<file path="config.mk">
export PLATFORM = sky130hd
export DESIGN_NAME = processor_sequencer
export DESIGN_NICKNAME = d
export VERILOG_FILES = /design/src/rtl/processor_pkg.sv /design/src/rtl/processor_decode.sv /design/src/rtl/processor_sequencer.sv
export SDC_FILE = /design/constraint.sdc
export NUM_CORES = 1
export LEC_CHECK = 0
export ABC_AREA = 1
export BUFFER_PORTS_ARGS = -buffer_cell sky130_fd_sc_hd__buf_2
export CORE_AREA = 2 2 42 44
export DETAILED_ROUTE_END_ITERATION = 12
export DIE_AREA = 0 0 44 46
export PLACE_DENSITY = 0.69
export SYNTH_ARGS = -nofsm -noshare
export SYNTH_HDL_FRONTEND = slang
export SYNTH_SLANG_ARGS = --single-unit
</file>
<file path="constraint.sdc">
create_clock -name clk -period 1.43 [get_ports clk]
set_clock_uncertainty 0.15 [all_clocks]
set_input_delay 0.143 -clock clk [delete_from_list [all_inputs] [get_ports clk]]
set_output_delay 0.143 -clock clk [all_outputs]
set_load 0.05 [all_outputs]
</file>
<file path="src/rtl/processor_pkg.sv">
// Shared types and constants for the processor sequencer and its instruction decoder.
package processor_pkg;

  typedef enum logic [2:0] {
    S_IDLE,
    S_T0,
    S_T1,
    S_T2,
    S_T3
  } state_t;

  typedef enum logic [2:0] {
    C_LOAD,
    C_COPY,
    C_ALU,
    C_IMM_ADD,
    C_IMM_SUB,
    C_ILLEGAL
  } iclass_t;

  localparam logic [1:0] M_REG  = 2'b00;
  localparam logic [1:0] M_ADDI = 2'b01;
  localparam logic [1:0] M_SUBI = 2'b11;

  localparam logic [3:0] OP_LOAD = 4'd0;
  localparam logic [3:0] OP_COPY = 4'd1;
  localparam logic [3:0] OP_ADD  = 4'd2;
  localparam logic [3:0] OP_SUB  = 4'd3;

  // Register address width; a single-entry register file still needs one address bit.
  function automatic int ra_width(input int nreg);
    return (nreg < 2) ? 1 : $clog2(nreg);
  endfunction

endpackage

</file>
<file path="src/rtl/processor_decode.sv">
// Combinational instruction decoder: splits the IR into its fields and classifies the instruction.
module processor_decode
  import processor_pkg::*;
#(
  parameter int DATA_W    = 10,
  parameter int RA_W      = 2,
  parameter int ALU_FIRST = 2,
  parameter int ALU_LAST  = 11,
  localparam int IMM_W    = DATA_W - RA_W - 2
) (
  input  logic [DATA_W-1:0] ir,
  output logic [RA_W-1:0]   rx,
  output logic [RA_W-1:0]   ry,
  output logic [3:0]        opc,
  output logic [IMM_W-1:0]  fi,
  output iclass_t           cls
);

  logic [1:0] mode;

  assign rx   = ir[DATA_W-1 -: RA_W];
  assign ry   = ir[DATA_W-RA_W-1 -: RA_W];
  assign opc  = ir[5:2];
  assign mode = ir[1:0];
  assign fi   = ir[DATA_W-RA_W-1:2];

  // Classify: LOAD/COPY take precedence over the ALU opcode window; anything else is illegal.
  always_comb begin
    cls = C_ILLEGAL;
    case (mode)
      M_REG: begin
        if (opc == OP_LOAD) begin
          cls = C_LOAD;
        end else if (opc == OP_COPY) begin
          cls = C_COPY;
        end else if ((opc >= 4'(ALU_FIRST)) && (opc <= 4'(ALU_LAST))) begin
          cls = C_ALU;
        end
      end
      M_ADDI:  cls = C_IMM_ADD;
      M_SUBI:  cls = C_IMM_SUB;
      default: cls = C_ILLEGAL;
    endcase
  end

endmodule

</file>
<file path="src/rtl/processor_sequencer.sv">
// Self-timed control unit: fetches an instruction over the shared bus, then sequences
// LOAD, COPY, ALU and immediate-ALU steps with a run/done handshake.
module processor_sequencer
  import processor_pkg::*;
#(
  parameter int DATA_W    = 10,
  parameter int NREG      = 4,
  parameter int ALU_FIRST = 2,
  parameter int ALU_LAST  = 11,
  localparam int RA_W     = ra_width(NREG),
  localparam int IMM_W    = DATA_W - RA_W - 2
) (
  input  logic              clk,
  input  logic              resetn,
  input  logic              run,
  input  logic [DATA_W-1:0] ir,
  output logic [DATA_W-1:0] imm,
  output logic [RA_W-1:0]   rin,
  output logic [RA_W-1:0]   rout,
  output logic              enw,
  output logic              enr,
  output logic              ain,
  output logic              gin,
  output logic              gout,
  output logic [3:0]        alu_op,
  output logic              ext,
  output logic              ir_in,
  output logic              busy,
  output logic              done,
  output logic              illegal,
  output logic [1:0]        step
);

  state_t            state;
  state_t            state_n;
  logic [RA_W-1:0]   rx;
  logic [RA_W-1:0]   ry;
  logic [3:0]        opc;
  logic [IMM_W-1:0]  fi;
  iclass_t           cls;
  logic              last;

  processor_decode #(
    .DATA_W   (DATA_W),
    .RA_W     (RA_W),
    .ALU_FIRST(ALU_FIRST),
    .ALU_LAST (ALU_LAST)
  ) u_decode (
    .ir (ir),
    .rx (rx),
    .ry (ry),
    .opc(opc),
    .fi (fi),
    .cls(cls)
  );

  // State register; reset drops straight back to IDLE from any step.
  always_ff @(posedge clk or negedge resetn) begin
    if (!resetn) begin
      state <= S_IDLE;
    end else begin
      state <= state_n;
    end
  end

  // Next-state and bus-control decode; every output idles at 0 so only one bus driver is ever active.
  always_comb begin
    state_n = state;
    imm     = '0;
    rin     = '0;
    rout    = '0;
    enw     = 1'b0;
    enr     = 1'b0;
    ain     = 1'b0;
    gin     = 1'b0;
    gout    = 1'b0;
    alu_op  = '0;
    ext     = 1'b0;
    ir_in   = 1'b0;
    busy    = 1'b0;
    done    = 1'b0;
    illegal = 1'b0;
    step    = 2'd0;
    last    = 1'b0;

    case (state)
      S_IDLE: begin
        if (run) state_n = S_T0;
      end

      S_T0: begin
        busy    = 1'b1;
        ext     = 1'b1;
        ir_in   = 1'b1;
        state_n = S_T1;
      end

      S_T1: begin
        busy = 1'b1;
        step = 2'd1;
        case (cls)
          C_LOAD: begin
            ext  = 1'b1;
            enw  = 1'b1;
            rin  = rx;
            last = 1'b1;
          end
          C_COPY: begin
            enr  = 1'b1;
            rout = ry;
            enw  = 1'b1;
            rin  = rx;
            last = 1'b1;
          end
          C_ALU: begin
            enr     = 1'b1;
            ain     = 1'b1;
            rout    = ry;
            state_n = S_T2;
          end
          C_IMM_ADD: begin
            imm     = {{(DATA_W-IMM_W){1'b0}}, fi};
            ain     = 1'b1;
            state_n = S_T2;
          end
          C_IMM_SUB: begin
            imm     = {{(DATA_W-IMM_W){1'b1}}, fi};
            ain     = 1'b1;
            state_n = S_T2;
          end
          default: begin
            illegal = 1'b1;
            state_n = run ? S_T0 : S_IDLE;
          end
        endcase
      end

      S_T2: begin
        busy    = 1'b1;
        step    = 2'd2;
        enr     = 1'b1;
        gin     = 1'b1;
        rout    = rx;
        state_n = S_T3;
      end

      S_T3: begin
        busy = 1'b1;
        step = 2'd3;
        enw  = 1'b1;
        rin  = rx;
        last = 1'b1;
        case (cls)
          C_ALU: begin
            alu_op = opc;
            gout   = 1'b1;
          end
          C_IMM_SUB: alu_op = OP_SUB;
          default:   alu_op = OP_ADD;
        endcase
      end

      default: state_n = S_IDLE;
    endcase

    // Final step of a legal instruction: report done and chain straight into the next fetch if run is held.
    if (last) begin
      done    = 1'b1;
      state_n = run ? S_T0 : S_IDLE;
    end
  end

endmodule

</file>
* Yosys cells after proc, flatten, opt, wreduce, memory -nomap -nowiden
Cells that the tools add are included.
** Storage, ports and cells
- Output and inout bits :: 30
- Bits in registers :: 3
- ROM bits :: 0
- Word-level logic and storage cells :: 62
- RAM bits :: 0
- Memories kept :: 0
- Latch bits :: 0
** Operators by class
- Equality and inequality tests :: 14
- Reduce and logical (&&, ||, !) cells :: 11
- Add/sub/neg operators :: 0
- Multiplexer cells :: 34
- Div/mod/pow operators :: 0
- Multiply operators :: 0
- Bitwise operators :: 0
- Shifts and indexed selects :: 0
- Order comparisons :: 2
** Operator list (number)
- 10-bit case mux with 2 select lines :: 1
- 3-bit 2-to-1 mux :: 5
- 3-bit case mux with 5 select lines :: 1
- 1-bit 2-to-1 mux :: 14
- 3-bit by 2-bit equality test with 1-bit output, second input constant :: 4
- 10-bit 2-to-1 mux :: 1
- 3-bit case mux with 3 select lines :: 1
- 2-bit case mux with 2 select lines :: 2
- 4-bit case mux with 2 select lines :: 1
- 3-bit by 1-bit equality test with 1-bit output, second input constant :: 2
- 3-bit equality test, second input constant :: 2
- 3-bit zero test :: 2
- 3-bit inequality test, second input constant :: 2
- 1-bit case mux with 2 select lines :: 3
- 2-bit case mux with 3 select lines :: 1
- 3-bit case mux with 2 select lines :: 1
- 5-bit OR reduction :: 1
- 4-bit by 1-bit equality test with 1-bit output, second input constant :: 1
- 4-bit by 2-bit greater-or-equal comparator with 1-bit output, second input constant :: 1
- 4-bit less-or-equal comparator, second input constant :: 1
- 4-bit zero test :: 1
- 2-bit 2-to-1 mux :: 2
- 4-bit 2-to-1 mux :: 1
- 2-bit OR reduction :: 2
- 8 further kinds :: 8

* Depth between registers and ports, before layout
- Word-level depth :: 12
- Gate-level depth with buffers :: 8
- Gate-level depth less buffers :: 8

* Hierarchy
A second synthesis with hierarchy kept.
** Second synthesis, totals
- Cells, all modules :: 112
- Area total of the unflattened synthesis :: 619.3 um2
** By module, submodules not included
- processor_sequencer :: area each 439.2 um2, cells each 83, sequential area each 75.1 um2, times used 1
- processor_decode :: area each 180.2 um2, cells each 29, sequential area each 0.0 um2, times used 1

* Worst setup path before layout
Ideal clock, no wire load.
- Path kind :: register -> output
- From :: register state[2]
- To :: output port ext
- Cell stages (with the launch flop) :: 4
- Path slack :: -0.914 ns
- Arrival :: 2.051 ns
- Cell sequence :: dfrtp_1 nor3_4 inv_2 o31ai_1
** On the way
- Longest elaborated chain between the ends :: 2
- Elaborated cells on any way between the ends :: 3
- Those cells by class :: eq/ne: 2; mux: 1
** RTL lines
- start, declared :: RTL line processor_sequencer.sv:34 : state_t state;
- start signal, assigned :: RTL line processor_sequencer.sv:62 : state <= state_n;
- 3-bit by 2-bit equality test with 1-bit output / 3-bit by 1-bit equality test with 1-bit output (equally long branches) :: RTL line processor_sequencer.sv:86 : case (state)
- 1-bit case mux with 2 select lines * :: RTL line processor_sequencer.sv:86
- end, declared :: RTL line processor_sequencer.sv:26 : output logic ext,
Mark *: on every way between the ends. The rest lies on a longest branch, timed or not.

* Worst setup path in the final report
- From :: register state[0]
- To :: output port imm[6]
** On the way
- Longest elaborated chain between the ends :: 2
** RTL lines
- 3-bit by 2-bit equality test with 1-bit output :: RTL line processor_sequencer.sv:86
- 10-bit 2-to-1 mux :: RTL line processor_sequencer.sv:86
- end, declared :: RTL line processor_sequencer.sv:17 : output logic [DATA_W-1:0] imm,
No other way between the ends.

==> run_results.csv <==
group,metric,value,unit
floorplan,coreArea,0.00161,mm²
clock_tree,cts_made_buffers,3,
route,vias_per_cell,5.42,
synthesis,synth_fp_nets,104,
pwr,vdd_drop_max,1.75,mV
global_routing,grt_overflow,0,
floorplan,die_area,0.00202,mm²
final_layout,regArea,77.6,µm²
clock_tree,cts-root-buf,"clkbuf_4",
critical_path,critical_path_required,1.14,ns
route,dr.pass1.iters,4,
route,num_vias,991,
critical_path,critical_path_peak_fanout,6,
critical_path,cpMostUsedCell,"buf_6",
timing,grt_setup_unrepaired,"true",
floorplan,io_pins,43,
timing,worst_pin_slew,0.495,ns
route,wl,3.53,mm
clock_tree,clk_path_buf_depth,2,
critical_path,path_class,"flop to primary output",
route,post-route-drc-count,0,
final_layout,largest_reg_flops,3,
synthesis,yosysTopAreaCell,"nand2_1",
synthesis,synthesis.area,492,µm²
final_layout,multi_input_area,533,µm²
final_layout,n_fill_cell,70,
place,placed_area,0.00106,mm²
clock_tree,worstSkewPairLatency,0.25,ns
floorplan,dieHeight,46,µm
synthesis,ys_seq_elements,3,
final_layout,drive_gt1_share,72.9,%
route,post_drt_wl_per_cell,19.3,µm
synthesis,synth.yosys.warnings,0,
critical_path,r2r_slack,-0.22,ns
timing,clock.fmax,524,MHz
run,drv_cap,0,
place,routabilityCongestion,0.777,
critical_path,end_kind,"primary output",
route,drt_iter0_markers,44,
synthesis,synth-seq-area-share,15.3,%
clock_tree,clock-sinks,3,
clock_tree,htree_levels,1,
place,dp_hpwl,1.55,mm
critical_path,path_cells,"nor3_4 > inv_2 > buf_6 > nor2_4 > buf_6",
global_routing,grt_first_pass_wirelength,3.37,mm
timing,final.setup.tns,-11.71,ns
worst_hold_path,hp-class,"primary input to flop",
route,ant_nets,0,
synthesis,synth.distinct_cells,18,
timing,setup_violations,32,
timing,slew_viol_final,0,
run_status,status,"finished with violations",
run_status,violations,"setup timing",
global_routing,grt_max_degree,9,
synthesis,syn_inst,91,
pwr,p_leak,0.000708,µW
floorplan,core.rowCount,15,
final_layout,reg_top3,"state (3)",
global_routing,track_usage,22.2,%
critical_path,critPathLaunchType,"flop",
synthesis,synth_top_area_share,19.8,%
final_layout,final_cell_mix,"buf_6, buf_4, nand2_1",
place,port_buffers,42,
final_layout,n_antenna_cell,0,
timing,fin_ws,-0.479,ns
final_layout,final_common_cell,"buf_6",
critical_path,cp_slowest_cell,"dfrtp_2",
floorplan,die_w,44,µm
timing,finalHoldViolCount,0,
final_layout,finalInstanceArea,0.00145,mm²
synthesis,postSynthAreaPerCell,5.40,µm²
final_layout,area_growth,194,%
pwr,powerDensity,1910,mW/mm²
clock_tree,cts_tree,"built",
critical_path,slowest_delay,0.44,ns
final_layout,top_register,"state",
timing,timing.hold.ws,0.0259,ns
final_layout,finish.net_count,180,
floorplan,start_util,30.5,%
global_routing,antenna_found_initial,0,
timing,period_needed,1.91,ns
global_routing,grt_pass1_vias,834,
timing,min_period_over_period,134,%
synthesis,yosys-top-cells-area,"nand2_1, nor2_1, dfrtp_1, inv_1, nand3_1",
timing,relSlewSlack,66.7,%
clock_tree,clkTransAtPathRegs,0.04,ns
critical_path,arrival,1.62,ns
power by group:
group	switching, µW	internal (µW)
Clock	61.8	106
Sequential	51.3	127
Combinational	1460	963
Total	1580	1200
metal layers:
layer	routed length, µm	share of wire (%)	vias to the layer above	GRT usage, %
met4	206	5.8	0	5.45
li1	-	-	430	-
met3	223	6.3	24	2.78
met1	1180	33	470	22.6
met5	0	0	-	0
met2	1920	54	67	46.5
synthesized netlist by cell type (all sizes together):
library cell  instances
buf                   4
inv                  17
nor4                  1
o21ai                 2
nand2                27
nor3                  1
nor2                 21
or2                   1
dfrtp                 3
o31ai                 2
o211ai                1
o22ai                 1
nand3                 8
a21boi                2
path summary, 6_finish.rpt:
check | to | cells after the start | start
min | state[0]$_DFFE_PN0P_ | 3 | run
max | imm[6] | 5 | state[0]$_DFFE_PN0P_
min reg2reg | state[1]$_DFFE_PN0P_ | 4 | state[1]$_DFFE_PN0P_
max in group asynchronous | state[0]$_DFFE_PN0P_ | 2 | resetn
max reg2reg | state[0]$_DFFE_PN0P_ | 7 | state[0]$_DFFE_PN0P_
min in group asynchronous | state[1]$_DFFE_PN0P_ | 2 | resetn
layout make-up:
class,instances,share of cell area (%)
repair buffers,75,49.4
multi-input cells,67,36.8
flip-flops and latches,3,5.36
inverters,17,5.10
clock buffers,4,1.82
well taps,17,1.47
stage by stage:
step                      power (µW)  setup slack (ns)  std cells  util (%)
after floorplan                 1440            -0.325         91         -
after global placement          1870            -0.233        171      66.0
after detailed placement        1900            -0.267        171      66.0
after CTS                       2420            -0.413        177      82.6
after global routing            2860            -0.528        183      89.7
final                           2770            -0.479        183      89.7
cells by family after synthesis:
family | share of synthesized area [%]
AOI/OAI and AO/OA | 10.9
and+or+nand+nor | 54.7
buffers and inverters | 19.1
DFF | 15.3
what timing repair did:
action | 4_1_cts | 5_1_grt
pin swaps | 6 | 10
endpoints found under the hold margin | 3 | 0
gates resized for setup | 70 | 20
hold buffers | 1 | 0
setup endpoints to repair | 31 | 31
setup buffers | 1 | 7
worst max-delay path, delay by kind of cell, from the launching register on:
kind                   cells  cell delay (ns)
and+or+nand+nor            2             0.48
DFF                        1             0.44
buffers and inverters      3             0.44
Note: power is estimated with default switching activity, not from simulation.
